[src/rtl/alu_arbiter.sv]
// alu_arbiter: shares one external ALU between two requesters (IDLE/EXEC/RESP), round-robin by default.
// Define ALU_ARB_FIXED_PRIORITY_EN to make requester 0 always win contention.
module alu_arbiter #(
    parameter int DATA_WIDTH = 32,
    parameter int OP_WIDTH   = 4
) (
    input  logic                  clk,
    input  logic                  reset,
    input  logic                  Req0_i,
    input  logic                  Req1_i,
    input  logic [OP_WIDTH-1:0]   Op0_i,
    input  logic [OP_WIDTH-1:0]   Op1_i,
    input  logic [DATA_WIDTH-1:0] A0_i,
    input  logic [DATA_WIDTH-1:0] B0_i,
    input  logic [DATA_WIDTH-1:0] A1_i,
    input  logic [DATA_WIDTH-1:0] B1_i,
    output logic                  Gnt0_o,
    output logic                  Gnt1_o,
    output logic                  Done0_o,
    output logic                  Done1_o,
    output logic [DATA_WIDTH-1:0] Result_o,
    output logic                  Zero_o,
    output logic [OP_WIDTH-1:0]   ALU_Operation_o,
    output logic [DATA_WIDTH-1:0] ALU_A_o,
    output logic [DATA_WIDTH-1:0] ALU_B_o,
    input  logic [DATA_WIDTH-1:0] ALU_Result_i,
    input  logic                  ALU_Zero_i
);
    typedef enum logic [1:0] {IDLE, EXEC, RESP} state_t;
    state_t                state_q, state_d;
    logic                  owner_q, owner_d;
    logic [OP_WIDTH-1:0]   op_q, op_d;
    logic [DATA_WIDTH-1:0] a_q, a_d, b_q, b_d, res_q, res_d;
    logic                  zero_q, zero_d;
    logic                  grab, win;
    assign grab = (state_q == IDLE) && (Req0_i || Req1_i);
`ifdef ALU_ARB_FIXED_PRIORITY_EN
    assign win = !Req0_i;
`else
    // last_q holds the requester served most recently; contention goes to the other one
    logic last_q, last_d;
    assign win    = (Req0_i && Req1_i) ? !last_q : !Req0_i;
    assign last_d = grab ? win : last_q;
    always_ff @(posedge clk or posedge reset) begin
        if (reset) last_q <= 1'b1;
        else       last_q <= last_d;
    end
`endif
    always_comb begin
        state_d = (state_q == IDLE) ? (grab ? EXEC : IDLE) : (state_q == EXEC) ? RESP : IDLE;
        owner_d = grab ? win : owner_q;
        op_d    = grab ? (win ? Op1_i : Op0_i) : op_q;
        a_d     = grab ? (win ? A1_i : A0_i) : a_q;
        b_d     = grab ? (win ? B1_i : B0_i) : b_q;
        res_d   = (state_q == EXEC) ? ALU_Result_i : res_q;
        zero_d  = (state_q == EXEC) ? ALU_Zero_i : zero_q;
    end
    always_ff @(posedge clk or posedge reset) begin
        if (reset) begin
            state_q <= IDLE;
            owner_q <= 1'b0;
            op_q    <= '0;
            a_q     <= '0;
            b_q     <= '0;
            res_q   <= '0;
            zero_q  <= 1'b0;
        end else begin
            state_q <= state_d;
            owner_q <= owner_d;
            op_q    <= op_d;
            a_q     <= a_d;
            b_q     <= b_d;
            res_q   <= res_d;
            zero_q  <= zero_d;
        end
    end
    assign Gnt0_o          = (state_q == EXEC) && !owner_q;
    assign Gnt1_o          = (state_q == EXEC) && owner_q;
    assign Done0_o         = (state_q == RESP) && !owner_q;
    assign Done1_o         = (state_q == RESP) && owner_q;
    assign Result_o        = res_q;
    assign Zero_o          = zero_q;
    assign ALU_Operation_o = op_q;
    assign ALU_A_o         = a_q;
    assign ALU_B_o         = b_q;
endmodule

[config.mk]
export PLATFORM = sky130hd
export DESIGN_NAME = alu_arbiter
export DESIGN_NICKNAME = d
export VERILOG_FILES = /design/src/rtl/alu_arbiter.sv
export SDC_FILE = /design/constraint.sdc
export NUM_CORES = 1
export LEC_CHECK = 0
export CAP_MARGIN = 20
export CORE_UTILIZATION = 29
export CTS_BUF_LIST = sky130_fd_sc_hd__clkbuf_8 sky130_fd_sc_hd__clkbuf_16
export CTS_CLUSTER_DIAMETER = 30
export DETAILED_ROUTE_END_ITERATION = 7
export SKIP_LAST_GASP = 1
export SLEW_MARGIN = 5
export SYNTH_ARGS = -nofsm -noshare
export SYNTH_HDL_FRONTEND = slang
export SYNTH_SLANG_ARGS = --single-unit
[constraint.sdc]
create_clock -name clk -period 4.5 [get_ports clk]
set_clock_uncertainty 0.2 [all_clocks]
set_input_delay 1.125 -clock clk [delete_from_list [all_inputs] [get_ports clk]]
set_output_delay 1.125 -clock clk [all_outputs]
set_load 0.1 [all_outputs]
==> results of run 1 <==
## how the worst max path moves through the flow
stage	start	to	slack, ns	cells after the start
final	owner_q$_DFFE_PP0P_	Done1_o	0.93	3
after global routing	owner_q$_DFFE_PP0P_	Done1_o	0.81	3
after CTS	owner_q$_DFFE_PP0P_	Done1_o	0.89	3
after detailed placement	Req1_i	ALU_B_o[3]$_DFFE_PP0P_	1.16	4
after global placement	owner_q$_DFFE_PP0P_	Done1_o	1.26	3
after floorplan	reset	ALU_A_o[0]$_DFFE_PP0P_	0.42	1
## worst max-delay path: stages (launching register included)
cell and delay, ns:
dfrtp_1 0.39, inv_1 0.07, nor3b_1 0.24, clkdlybuf4s50_1 1.20
## cells by family after synthesis
kind of cell           synth area share
AO/OA/AOI/OAI                     0.234
AND/OR/NAND/NOR                   0.160
flip-flops                        0.543
buffers and inverters            0.0628
## area by class of cell
cell class,count,area [µm²],area share
Sequential cell,105,2630,0.330
Clock inverter,6,60.1,0.00753
Inverter,4,17.5,0.00220
Multi-Input combinational cell,385,1920,0.241
Tap cell,216,270,0.0339
Timing Repair Buffer,287,2850,0.358
Clock buffer,9,225,0.0283
## per-stage QoR
step	worst slack, ns	hold WS, ns	std cells	instance area [µm²]
2_1_floorplan	0.416	0.300	554	4840
3_3_place_gp	1.26	0.256	997	7690
3_5_place_dp	1.16	0.261	997	7690
4_1_cts	0.894	0.279	1012	7970
5_1_grt	0.808	0.305	1012	7970
6_report	0.932	0.276	1012	7970
## layout by cell type (no fill, tap or decap), drive strengths merged
master         count
nor2               3
clkbuf             9
a31oi             70
dfstp              1
a21oi             70
clkinv             4
inv                3
nand2             99
clkinvlp           2
o21ai             68
clkdlybuf4s50    274
nand2b             2
buf               13
and2               1
nand3             68
dfrtp            104
or2                1
bufinv             1
nor3b              2
and2b              1
## flip-flops by register name (all words and copies together), names as in the netlist
name	cells
owner_q	1
ALU_B_o	32
Result_o	32
Zero_o	1
ALU_Operation_o	4
last_q	1
ALU_A_o	32
state_q	2
## routing by layer
layer	global-route usage	wire length [µm]	up-vias
li1	-	-	2441
met1	0.254	7470	2461
met2	0.362	8770	230
met3	0.0536	1320	22
met4	0.0647	297	0
met5	0	0	-
==> flow_summary.yaml, run 1 <==
status:
  status: "complete, no violations"
finish:
  diodes: 0
  fillers: 1526
  fin_util: 0.495
  syn_to_final_growth_pct: 64.7
  drive_gt1_frac: 0.0465
  fin_nets: 965
clock_network:
  cts_tree: "built"
  cts-resized-gates: 0
  cts_sinks: 105
  cts_htree_levels: 3
  clkLatencyLatePin_ns: 0.34
  clk_pin_slew_ns: 0.07
  clock_path_buffers: 2
  post-cts-setup-buffers: 0
  cts_inserted_buffers: 9
  holdBufCountCts: 0
  cts-root-buf: "clkbuf_16"
worst_setup_path:
  reg2regPathDepth: 5
  end_kind: "output port"
  worst_ep_arrival_time_ns: 2.24
  cp_max_fo: 4
  r2r_slack_ns: 1.98
  path_class: "register to output port"
  worstPathRequired_ns: 3.17
  r2r-end: "Result_o[22]$_DFFE_PP0N_"
  r2r-start: "state_q[1]$_DFF_PP0_"
  crit_path_start_kind: "register"
grt:
  grt_pass1_wl_mm: 28.5
  grt_usage: 0.210
  grt_pass1_vias: 5287
  antenna_found_initial: 0
  grt_max_degree: 72
  gr-total-overflow: 0
yosys:
  yosysTopAreaCellShare: 0.538
  synth.avg_cell_area_um2: 8.74
  ys_warn_count: 0
  synth_most_common_cell: "dfrtp_1"
  syn_nets: 727
  netlist_instances: 554
  synthTopCellsByCount: "dfrtp_1 (104), nand2_1 (99), a21oi_1 (70)"
  yosysTopAreaCell: "dfrtp_1"
  synth-async-reset-ratio: 1.00
  yosys_most_used_dff: "dfrtp_1"
  synth_seq_cells: 105
  synth.area.top_cells: "dfrtp_1 (54%), a31oi_1 (8.9%), nand2_1 (7.7%)"
  synth_cell_types: 21
  ys_seq_area_frac: 0.543
  syn_area_um2: 4840
  synth_edf_count: 0
sta:
  fmax_ghz: 0.280
  finalCriticalPeriod_ns: 3.57
  setup-tns-final_ns: 0
  finalMaxSlewViolations: 0
  finalCritPeriodShare: 0.793
  hold_violations: 0
  rsz0062_at_grt: "no"
  setup_violations: 0
  tightest_slew_ns: 1.05
  maxSlewHeadroom: 0.295
place:
  portBuffers: 277
  hpwl_mm: 12.4
  gp_congestion: 0.865
route:
  wl_mm: 17.9
  drt_iter0_markers: 262
  num_vias: 5154
  drc: 0
  firstDrtPassIters: 8
  antenna_left: 0
  viasPerCell: 5.09
  wl_per_cell_um: 17.6
floorplanning:
  core_area_um2: 16100
  start_util: 0.300
  dieWidth_um: 131
  rows: 46
  ios: 278
  die_area_um2: 17200
  die_h_um: 131
flow_run:
  drv_cap: 0
worst_hold_path:
  hold_path_class: "register to register"
  worstHoldEndpoint: "Result_o[19]$_DFFE_PP0N_"
  min_from: "Result_o[19]$_DFFE_PP0N_"
  hold_depth: 2
Power of run 1 is left out: the tool's default activity adds up to more than one toggle a clock period on the data nets, which glitch-free logic cannot reach.
==> run 2: changes to the inputs <==
Clock period 4.5 ns to 3.3 ns, I/O delays scaled along.
==> run 2 against run 1 <==
Against the previous run: worst hold slack hardly changed; critical path depth grew 1; sequential cell count stayed put; worst setup slack got worse by 0.13 ns; utilization shrank 1.1 points; non-clock buffer count did not move; count of clock-buffer cells in the layout unchanged; critical endpoint is now ALU_A_o[6]$_DFFE_PP0P_.
==> flow_summary.yaml, run 2 (synthesized netlist as in run 1, its figures left out) <==
finish:
  fin_util: 0.483
  fillers: 1539
  stdcell_count: 1012
  mostFrequentLayoutCell: "clkdlybuf4s50_1"
  fin_nets: 965
  seq_area_um2: 2630
  diodes: 0
  drive_gt1_frac: 0.175
  final_cell_mix: "clkdlybuf4s50_1 (171), buf_4 (110), dfrtp_1 (104), nand2_1 (99), a21oi_1 (70)"
  multi_input_area_um2: 1920
  syn_to_final_growth_pct: 60.9
worst_setup_path:
  end_kind: "register"
  crit_chain: "buf_2, or2_2, and2_4, a31oi_1"
  worst_ep_arrival_time_ns: 2.47
  slowest_stage: "and2_4"
  cp_max_fo: 71
  r2r_slack_ns: 1.23
  max_stage_delay_ns: 0.66
  crit_buf_inv: 1
  cp.depth: 4
  r2r-end: "ALU_A_o[6]$_DFFE_PP0P_"
  path_class: "input pin to register"
  reg2regPathDepth: 4
  worstPathRequired_ns: 3.27
  r2r-start: "last_q$_DFFE_PP1P_"
  crit_path_start_kind: "input pin"
  cp_top_family: "simple AND/OR/NAND/NOR gates"
floorplanning:
  core_area_um2: 16100
  die_area_um2: 17200
  die_h_um: 131
  ios: 278
  rows: 46
  start_util: 0.300
  dieWidth_um: 131
clock_network:
  holdBufCountCts: 0
  post-cts-setup-buffers: 0
  clock_path_buffers: 2
  cts_inserted_buffers: 9
  cts-resized-gates: 0
  cts_htree_levels: 3
  clk_pin_slew_ns: 0.07
  cts_sinks: 105
  cts-root-buf: "clkbuf_16"
  clkLatencyLatePin_ns: 0.34
  cts_tree: "built"
route:
  drt_iter0_markers: 343
  wl_per_cell_um: 17.6
  drc: 0
  antenna_left: 0
  viasPerCell: 5.14
  firstDrtPassIters: 4
  num_vias: 5204
  wl_mm: 17.8
sta:
  setup-tns-final_ns: 0
  finalCriticalPeriod_ns: 2.50
  fmax_ghz: 0.400
  setup_violations: 0
  tightest_slew_ns: 1.06
  hold_violations: 0
  rsz0062_at_grt: "no"
  finalCritPeriodShare: 0.757
  maxSlewHeadroom: 0.295
  finalMaxSlewViolations: 0
worst_hold_path:
  worstHoldEndpoint: "Result_o[18]$_DFFE_PP0N_"
  hold_path_class: "register to register"
  min_from: "Result_o[18]$_DFFE_PP0N_"
  hold_depth: 2
place:
  dp.cells: 997
  gp_congestion: 0.853
  hpwl_mm: 12.1
  portBuffers: 277
grt:
  grt_pass1_vias: 5217
  antenna_found_initial: 0
  grt_pass1_wl_mm: 28.2
  grt_usage: 0.206
  gr-total-overflow: 0
  grt_max_degree: 76
flow_run:
  drv_cap: 0
status:
  status: "complete, no violations"
-- run 2: worst max path at each step --
stage / start / endpoint / slack [ns]
after floorplan: owner_q$_DFFE_PP0P_ / Done1_o / -0.35
after global placement: Req0_i / ALU_B_o[17]$_DFFE_PP0P_ / 0.52
after detailed placement: Req0_i / ALU_B_o[18]$_DFFE_PP0P_ / 0.42
after CTS: owner_q$_DFFE_PP0P_ / Done1_o / 0.81
after global routing: Req0_i / ALU_A_o[20]$_DFFE_PP0P_ / 0.68
final: Req0_i / ALU_A_o[6]$_DFFE_PP0P_ / 0.80
-- run 2: metal layers --
metal | wire length (µm) | track usage | vias up
li1 | - | - | 2438
met1 | 7660 | 0.263 | 2464
met2 | 8370 | 0.331 | 265
met3 | 1260 | 0.0444 | 37
met4 | 562 | 0.0954 | 0
met5 | 0 | 0 | -
-- run 2: metrics by stage --
| step | setup slack [ns] | area (µm²) | hold slack, ns |
|---|---|---|---|
| after floorplan | -0.347 | 4840 | 0.300 |
| after global placement | 0.516 | 7480 | 0.259 |
| after detailed placement | 0.417 | 7480 | 0.263 |
| after CTS | 0.808 | 7790 | 0.280 |
| after global routing | 0.679 | 7790 | 0.298 |
| final | 0.802 | 7790 | 0.275 |
-- run 2: final cells by class --
cell class,count,area share
Timing Repair Buffer,287,0.339
Clock inverter,6,0.0109
Tap cell,216,0.0347
Clock buffer,9,0.0289
Inverter,4,0.00241
Multi-Input combinational cell,385,0.246
Sequential cell,105,0.337
-- run 2: worst min-delay path, cell delays in order (launching register included) --
cell,delay [ns]
dfrtp_1,0.34
nand2_1,0.05
nand2_1,0.06
Power of run 2 is left out for the same reason.
